### src/rtl/gpio_bank_pkg.sv
// Shared constants, register offsets and bus decode helpers for the GPIO bank.
package gpio_bank_pkg;

  localparam int unsigned N_CH_MAX = 8;
  localparam int unsigned W_MAX    = 32;
  localparam int unsigned ADDR_W   = 8;
  localparam int unsigned DATA_W   = 32;
  localparam int unsigned CH_W     = 3;
  localparam int unsigned RSEL_W   = 3;

  typedef logic [RSEL_W-1:0] rsel_t;

  localparam rsel_t REG_OUT     = 3'd0;
  localparam rsel_t REG_DIR     = 3'd1;
  localparam rsel_t REG_IN      = 3'd2;
  localparam rsel_t REG_RISE_EN = 3'd3;
  localparam rsel_t REG_FALL_EN = 3'd4;
  localparam rsel_t REG_STATUS  = 3'd5;
  localparam rsel_t REG_SET     = 3'd6;
  localparam rsel_t REG_CLR     = 3'd7;

  // Decoded view of a bus address: channel select and register select.
  typedef struct packed {
    logic [CH_W-1:0] ch;
    rsel_t           rsel;
  } bus_dec_t;

  // Split the word address (byte address without its two LSBs) into fields.
  function automatic bus_dec_t decode_addr(input logic [ADDR_W-3:0] word_addr);
    bus_dec_t d;
    d.ch   = word_addr[ADDR_W-3 -: CH_W];
    d.rsel = word_addr[RSEL_W-1:0];
    return d;
  endfunction

endpackage

### src/rtl/gpio_sync_edge.sv
// Per-channel pin synchronizer with one-cycle delay copy and edge vectors.
module gpio_sync_edge
  import gpio_bank_pkg::*;
#(
  parameter int unsigned W = 32
) (
  input  logic         clk,
  input  logic         rst,
  input  logic [W-1:0] pin,
  output logic [W-1:0] sync,
  output logic [W-1:0] rise_c,
  output logic [W-1:0] fall_c
);

  logic [W-1:0] meta_q;
  logic [W-1:0] sync_q;
  logic [W-1:0] dly_q;

  // Two-flop synchronizer followed by the delay flop used for edge compare.
  always_ff @(posedge clk or posedge rst) begin
    if (rst) begin
      meta_q <= '0;
      sync_q <= '0;
      dly_q  <= '0;
    end else begin
      meta_q <= pin;
      sync_q <= meta_q;
      dly_q  <= sync_q;
    end
  end

  assign sync   = sync_q;
  assign rise_c = sync_q & ~dly_q;
  assign fall_c = ~sync_q & dly_q;

endmodule

### src/rtl/gpio_bank.sv
// Multi-channel GPIO bank: register decode, per-channel registers, edge
// interrupts and a registered read port.
module gpio_bank
  import gpio_bank_pkg::*;
#(
  parameter int unsigned N_CH = 2,
  parameter int unsigned W    = 32
) (
  input  logic                clk,
  input  logic                rst,
  input  logic                we,
  input  logic                re,
  input  logic [ADDR_W-1:0]   addr,
  input  logic [DATA_W-1:0]   wdata,
  output logic [DATA_W-1:0]   rdata,
  output logic                rvalid,
  output logic                err,
  input  logic [N_CH*W-1:0]   gpio_in,
  output logic [N_CH*W-1:0]   gpio_out,
  output logic [N_CH*W-1:0]   gpio_oe,
  output logic                irq
);

  // Architectural per-channel registers.
  logic [W-1:0] out_q     [N_CH];
  logic [W-1:0] dir_q     [N_CH];
  logic [W-1:0] rise_en_q [N_CH];
  logic [W-1:0] fall_en_q [N_CH];
  logic [W-1:0] status_q  [N_CH];

  // Next-state values.
  logic [W-1:0] out_nxt     [N_CH];
  logic [W-1:0] dir_nxt     [N_CH];
  logic [W-1:0] rise_en_nxt [N_CH];
  logic [W-1:0] fall_en_nxt [N_CH];
  logic [W-1:0] status_nxt  [N_CH];
  logic         irq_nxt;

  // Synchronized pins and edge vectors from the per-channel front ends.
  logic [W-1:0] sync_a [N_CH];
  logic [W-1:0] rise_a [N_CH];
  logic [W-1:0] fall_a [N_CH];

  logic [DATA_W-1:0] rdata_q;
  logic              rvalid_q;
  logic              err_q;
  logic              irq_q;

  bus_dec_t          dec;
  logic              ch_ok;
  logic [W-1:0]      wval;
  logic [W-1:0]      rd_sel;
  logic              unused_addr_lsb;

  assign dec             = decode_addr(addr[ADDR_W-1:2]);
  assign ch_ok           = (32'(dec.ch) < N_CH);
  assign wval            = wdata[W-1:0];
  assign unused_addr_lsb = ^addr[1:0];

  if (W < DATA_W) begin : g_wdata_hi
    logic unused_wdata_hi;
    assign unused_wdata_hi = ^wdata[DATA_W-1:W];
  end

  // One synchronizer/edge detector per channel, plus pin output mapping.
  for (genvar c = 0; c < N_CH; c++) begin : g_ch
    gpio_sync_edge #(.W(W)) u_sync_edge (
      .clk    (clk),
      .rst    (rst),
      .pin    (gpio_in[c*W +: W]),
      .sync   (sync_a[c]),
      .rise_c (rise_a[c]),
      .fall_c (fall_a[c])
    );
    assign gpio_out[c*W +: W] = out_q[c];
    assign gpio_oe[c*W +: W]  = dir_q[c];
  end

  // Register write decode and status update; edge sets win over W1C.
  always_comb begin
    irq_nxt = 1'b0;
    for (int unsigned c = 0; c < N_CH; c++) begin
      out_nxt[c]     = out_q[c];
      dir_nxt[c]     = dir_q[c];
      rise_en_nxt[c] = rise_en_q[c];
      fall_en_nxt[c] = fall_en_q[c];
      status_nxt[c]  = status_q[c];
      if (we && (dec.ch == CH_W'(c))) begin
        case (dec.rsel)
          REG_OUT:     out_nxt[c]     = wval;
          REG_DIR:     dir_nxt[c]     = wval;
          REG_RISE_EN: rise_en_nxt[c] = wval;
          REG_FALL_EN: fall_en_nxt[c] = wval;
          REG_STATUS:  status_nxt[c]  = status_q[c] & ~wval;
          REG_SET:     out_nxt[c]     = out_q[c] | wval;
          REG_CLR:     out_nxt[c]     = out_q[c] & ~wval;
          default:     ;
        endcase
      end
      status_nxt[c] = status_nxt[c]
                    | (rise_a[c] & rise_en_q[c])
                    | (fall_a[c] & fall_en_q[c]);
      irq_nxt = irq_nxt | (|status_nxt[c]);
    end
  end

  // Read mux over pre-write register contents; unmapped reads return zero.
  always_comb begin
    rd_sel = '0;
    for (int unsigned c = 0; c < N_CH; c++) begin
      if (dec.ch == CH_W'(c)) begin
        case (dec.rsel)
          REG_OUT:     rd_sel = out_q[c];
          REG_DIR:     rd_sel = dir_q[c];
          REG_IN:      rd_sel = sync_a[c];
          REG_RISE_EN: rd_sel = rise_en_q[c];
          REG_FALL_EN: rd_sel = fall_en_q[c];
          REG_STATUS:  rd_sel = status_q[c];
          default:     rd_sel = '0;
        endcase
      end
    end
  end

  // Channel register state.
  always_ff @(posedge clk or posedge rst) begin
    if (rst) begin
      for (int unsigned c = 0; c < N_CH; c++) begin
        out_q[c]     <= '0;
        dir_q[c]     <= '0;
        rise_en_q[c] <= '0;
        fall_en_q[c] <= '0;
        status_q[c]  <= '0;
      end
      irq_q <= 1'b0;
    end else begin
      for (int unsigned c = 0; c < N_CH; c++) begin
        out_q[c]     <= out_nxt[c];
        dir_q[c]     <= dir_nxt[c];
        rise_en_q[c] <= rise_en_nxt[c];
        fall_en_q[c] <= fall_en_nxt[c];
        status_q[c]  <= status_nxt[c];
      end
      irq_q <= irq_nxt;
    end
  end

  // Registered read response and out-of-range access error pulse.
  always_ff @(posedge clk or posedge rst) begin
    if (rst) begin
      rdata_q  <= '0;
      rvalid_q <= 1'b0;
      err_q    <= 1'b0;
    end else begin
      rvalid_q <= re;
      err_q    <= (we | re) & ~ch_ok;
      if (re) begin
        rdata_q <= ch_ok ? DATA_W'(rd_sel) : '0;
      end
    end
  end

  assign rdata  = rdata_q;
  assign rvalid = rvalid_q;
  assign err    = err_q;
  assign irq    = irq_q;

endmodule

### config.mk
export PLATFORM = sky130hd
export DESIGN_NAME = gpio_bank
export DESIGN_NICKNAME = d
export VERILOG_FILES = /design/src/rtl/gpio_bank_pkg.sv /design/src/rtl/gpio_sync_edge.sv /design/src/rtl/gpio_bank.sv
export SDC_FILE = /design/constraint.sdc
export NUM_CORES = 1
export LEC_CHECK = 0
export ABC_AREA = 0
export BUFFER_PORTS_ARGS = -buffer_cell sky130_fd_sc_hd__buf_2
export CORE_UTILIZATION = 30
export DETAILED_ROUTE_END_ITERATION = 16
export GPL_TIMING_DRIVEN = 0
export MAX_ROUTING_LAYER = met4
export PLACE_DENSITY = 0.52
export SLEW_MARGIN = 20
export SYNTH_ARGS = -nofsm -noshare
export SYNTH_HDL_FRONTEND = slang
export SYNTH_SLANG_ARGS = --single-unit
### constraint.sdc
create_clock -name clk -period 30 [get_ports clk]
set_input_delay 1.5 -clock clk [delete_from_list [all_inputs] [get_ports clk]]
set_output_delay 1.5 -clock clk [all_outputs]
set_load 0.01 [all_outputs]
==> qor.txt <==
status: finished, final reports clean
commonest non-fill, non-tap cell in the layout: dfrtp_1
Port Buffer Count: 267
final wirelength: 97.82 mm
num ports: 271
Vias per Instance: 5.548
Synth Area in Adders: 0%
mux cell area share after synthesis: 12.75%
Clk pwr share: 40.0%
CP startpoint kind: input port
die outline width: 276.5 um
Int Pwr: 1.388 mW
Yosys cell types: 45
clk sinks: 547
sw power: 0.5485 mW
max cap viols: 0
final net count: 2328
crit-path cells: buf_2 > buf_2 > and2_0 > nor2b_1 > clkbuf_1 > buf_1 > nand2_1 > o211ai_1 > o21ai_0 > o22ai_1
register area share after synthesis: 60.55%
layout cell share with drive strength beyond 1: 27.83%
Synth Area in Compound Gates: 14.88%
relative slew slack: 13.39%
commonest non-fill, non-tap cells in the layout: dfrtp_1 (547), buf_2 (282), mux2_2 (225)
Mapped Area: 0.02261 mm^2
Finished Core Util: 36.82%
drt pass-1 iters: 5
Worst Tran Pin Value: 1.299 ns
worst stage delay on the critical path: 0.94 ns
Simple-Gate Fraction of Synth Area: 8.567%
Post-Layout Cell Count: 3237
largest family of logic cells by synthesized area: compound AO/OA/AOI/OAI gates
Synth Register Bits: 547
final setup TNS: 0 ns
RSZ-0062 raised after global routing: false
Setup CP Type: in2reg
Initial Util: 30.37%
Remaining DRCs: 0
CTS Root Cell: clkbuf_16
Resize count post-CTS: 0
hold buffer count at cts: 0
Placed Cells incl. Taps: 3126
pwr dens: 70.65 mW/mm^2
Routed WL per cell: 30.22 um
Critical Path RT: 30.56 ns
sequential power share: 46.3%
fill count: 7329
syn avg cell area: 12.01 um^2
H-tree Lvls: 2
number of flops mapped to enable cells by yosys: 0
Comb power frac: 13.7%
critical path peak fanout: 10
Finish-stage setup viols: 0
Bufs on Longest Clock Path: 3
GRT overflow: 0
post-DP HPWL: 67.14 mm
Syn. warnings: 0
CTS tree: yes
Leakage Power: 12.30 nW
routability congestion estimate: 0.9670
Cells after Synth: 1883
Syn-to-layout area delta: 21.25%
fin crit period: 5.472 ns
initial antenna violation count: 5
DRT antenna net count: 0
pin count of the biggest net entering global routing: 104
Worst Skew: 0.02680 ns
max-slew violation count: 0
worst vdd ir: 0.04818 mV
period utilisation layout: 18.24%
global-route wire length before repair: 136.7 mm
Clock transition at path regs: 0.06 ns
Sequential cell area: 0.01369 mm^2
FMAX: 0.1827 GHz
Iteration-0 DRC Markers: 2086
top_reg_cell synth: dfrtp_1
cell repeated most along the worst path: buf_2
vias in the first global route: 18010
die area: 0.07646 mm^2
Mapped Nets: 1991
Core ar.: 0.07445 mm^2
Fin. Hold Viols: 0
later-pin clock latency in the skew report: 0.65 ns
kind of end point of the critical path: register
via count: 17960
All-Layer GR Usage: 25.94%
worst path arrival time: 6.03 ns
Hold/Removal Path Class: reg2reg
xor-xnor portion of the synthesized cell area: 0%
area of the multi-input gates: 0.008197 mm^2
Die Y: 276.5 um
slowest CP cell: clkbuf_1
Switching Fraction: 28.32%
post-CTS setup buffer count: 0
asr flop ratio synth: 100.0%
Row Count: 100
TritonCTS Buffers: 61
state kept, by name, summed over array words and instances (netlist names):
signal	cells
err	1
gpio_oe	64
rise_en_q	64
g_ch.u_sync_edge.sync	64
fall_en_q	64
rdata	32
gpio_out	64
rvalid	1
g_ch.u_sync_edge.meta_q	64
g_ch.u_sync_edge.dly_q	64
irq	1
status_q	64
metal layers:
metal,GRT usage (%),vias to the layer above,share of wire [%]
met1,33.73,9325,42
met5,-,-,0
met4,11.26,0,4.4
met2,38.55,918,45
met3,6.050,206,9.2
li1,-,7510,-
worst max-delay path: cells and delay by family:
kind / cells / cell delay (ns)
buf+inv: 4 / 2.19
simple gates: 3 / 1.74
compound gates: 3 / 0.59
cells in the mapped netlist, drive strengths merged, types with 15 or more instances:
master  number  area (um^2)
dfrtp      547        13690
mux2       225         2534
nand2      157        589.3
o21ai      135        675.7
clkbuf      96        360.4
a22oi       89        668.1
a21oi       71        355.3
nand3b      64        480.5
nor2        62        232.7
a22o        61        534.3
a21o        48        360.4
buf         48        207.7
nand3       47        235.2
inv         45        168.9
o211ai      32        240.2
mux2i       28        280.3
o22ai       22        137.6
nand2b      15        93.84
o221ai      15        131.4
final cells by class:
| class | instances | area share, % |
|---|---|---|
| antenna | 4 | 0.03652 |
| buffer | 144 | 2.136 |
| clock buffer | 85 | 6.372 |
| clock inverter | 22 | 1.064 |
| inverter | 45 | 0.6436 |
| multi-input combinational | 1147 | 29.90 |
| sequential | 547 | 49.94 |
| tap | 969 | 4.423 |
| timing repair buffer | 274 | 5.487 |
logic make-up (layout without fill, tap and decap cells):
family,after synthesis,count (layout)
and+or+nand+nor,387,387
DFF,547,547
buffers and inverters,189,570
other,0,4
muxes,256,256
AOI/OAI and AO/OA,504,504
worst paths after layout:
| check | slack, ns | to | start | cells past startpoint |
|---|---|---|---|---|
| max in group asynchronous | 27.17 | gpio_oe[2] | rst | 5 |
| min reg2reg | 0.34 | g_ch[1].u_sync_edge.sync[18] | g_ch[1].u_sync_edge.meta_q[18] | 0 |
| min in group asynchronous | 0.90 | g_ch[0].u_sync_edge.meta_q[14] | rst | 2 |
| max | 24.53 | rdata[23] | addr[2] | 10 |
| min | 0.34 | g_ch[1].u_sync_edge.sync[18] | g_ch[1].u_sync_edge.meta_q[18] | 0 |
| max reg2reg | 26.65 | irq | g_ch[0].u_sync_edge.sync[24] | 7 |
power by group through the flow:
stage                     registers (mW)  clock network, mW  logic (mW)
after floorplan                    0.897                  0       0.134
after global placement             0.906                  0       0.256
after detailed placement           0.908                  0       0.263
after CTS                          0.895              0.785       0.264
after global routing               0.906              0.815       0.283
final                              0.897              0.774       0.266
per-stage QoR:
| stage | worst slack (ns) | power, mW | cell area [um^2] | hold WS, ns |
|---|---|---|---|---|
| finish | 24.53 | 1.937 | 27410 | 0.3396 |
| global route | 24.66 | 2.004 | 27400 | 0.3557 |
| CTS | 24.97 | 1.945 | 27400 | 0.3473 |
| detailed placement | 24.31 | 1.171 | 25360 | 0.3347 |
| global placement | 7.061 | 1.163 | 25160 | 0.3353 |
| floorplan | 13.21 | 1.031 | 22610 | 0.3312 |
Power figures use the tool's default switching activity.
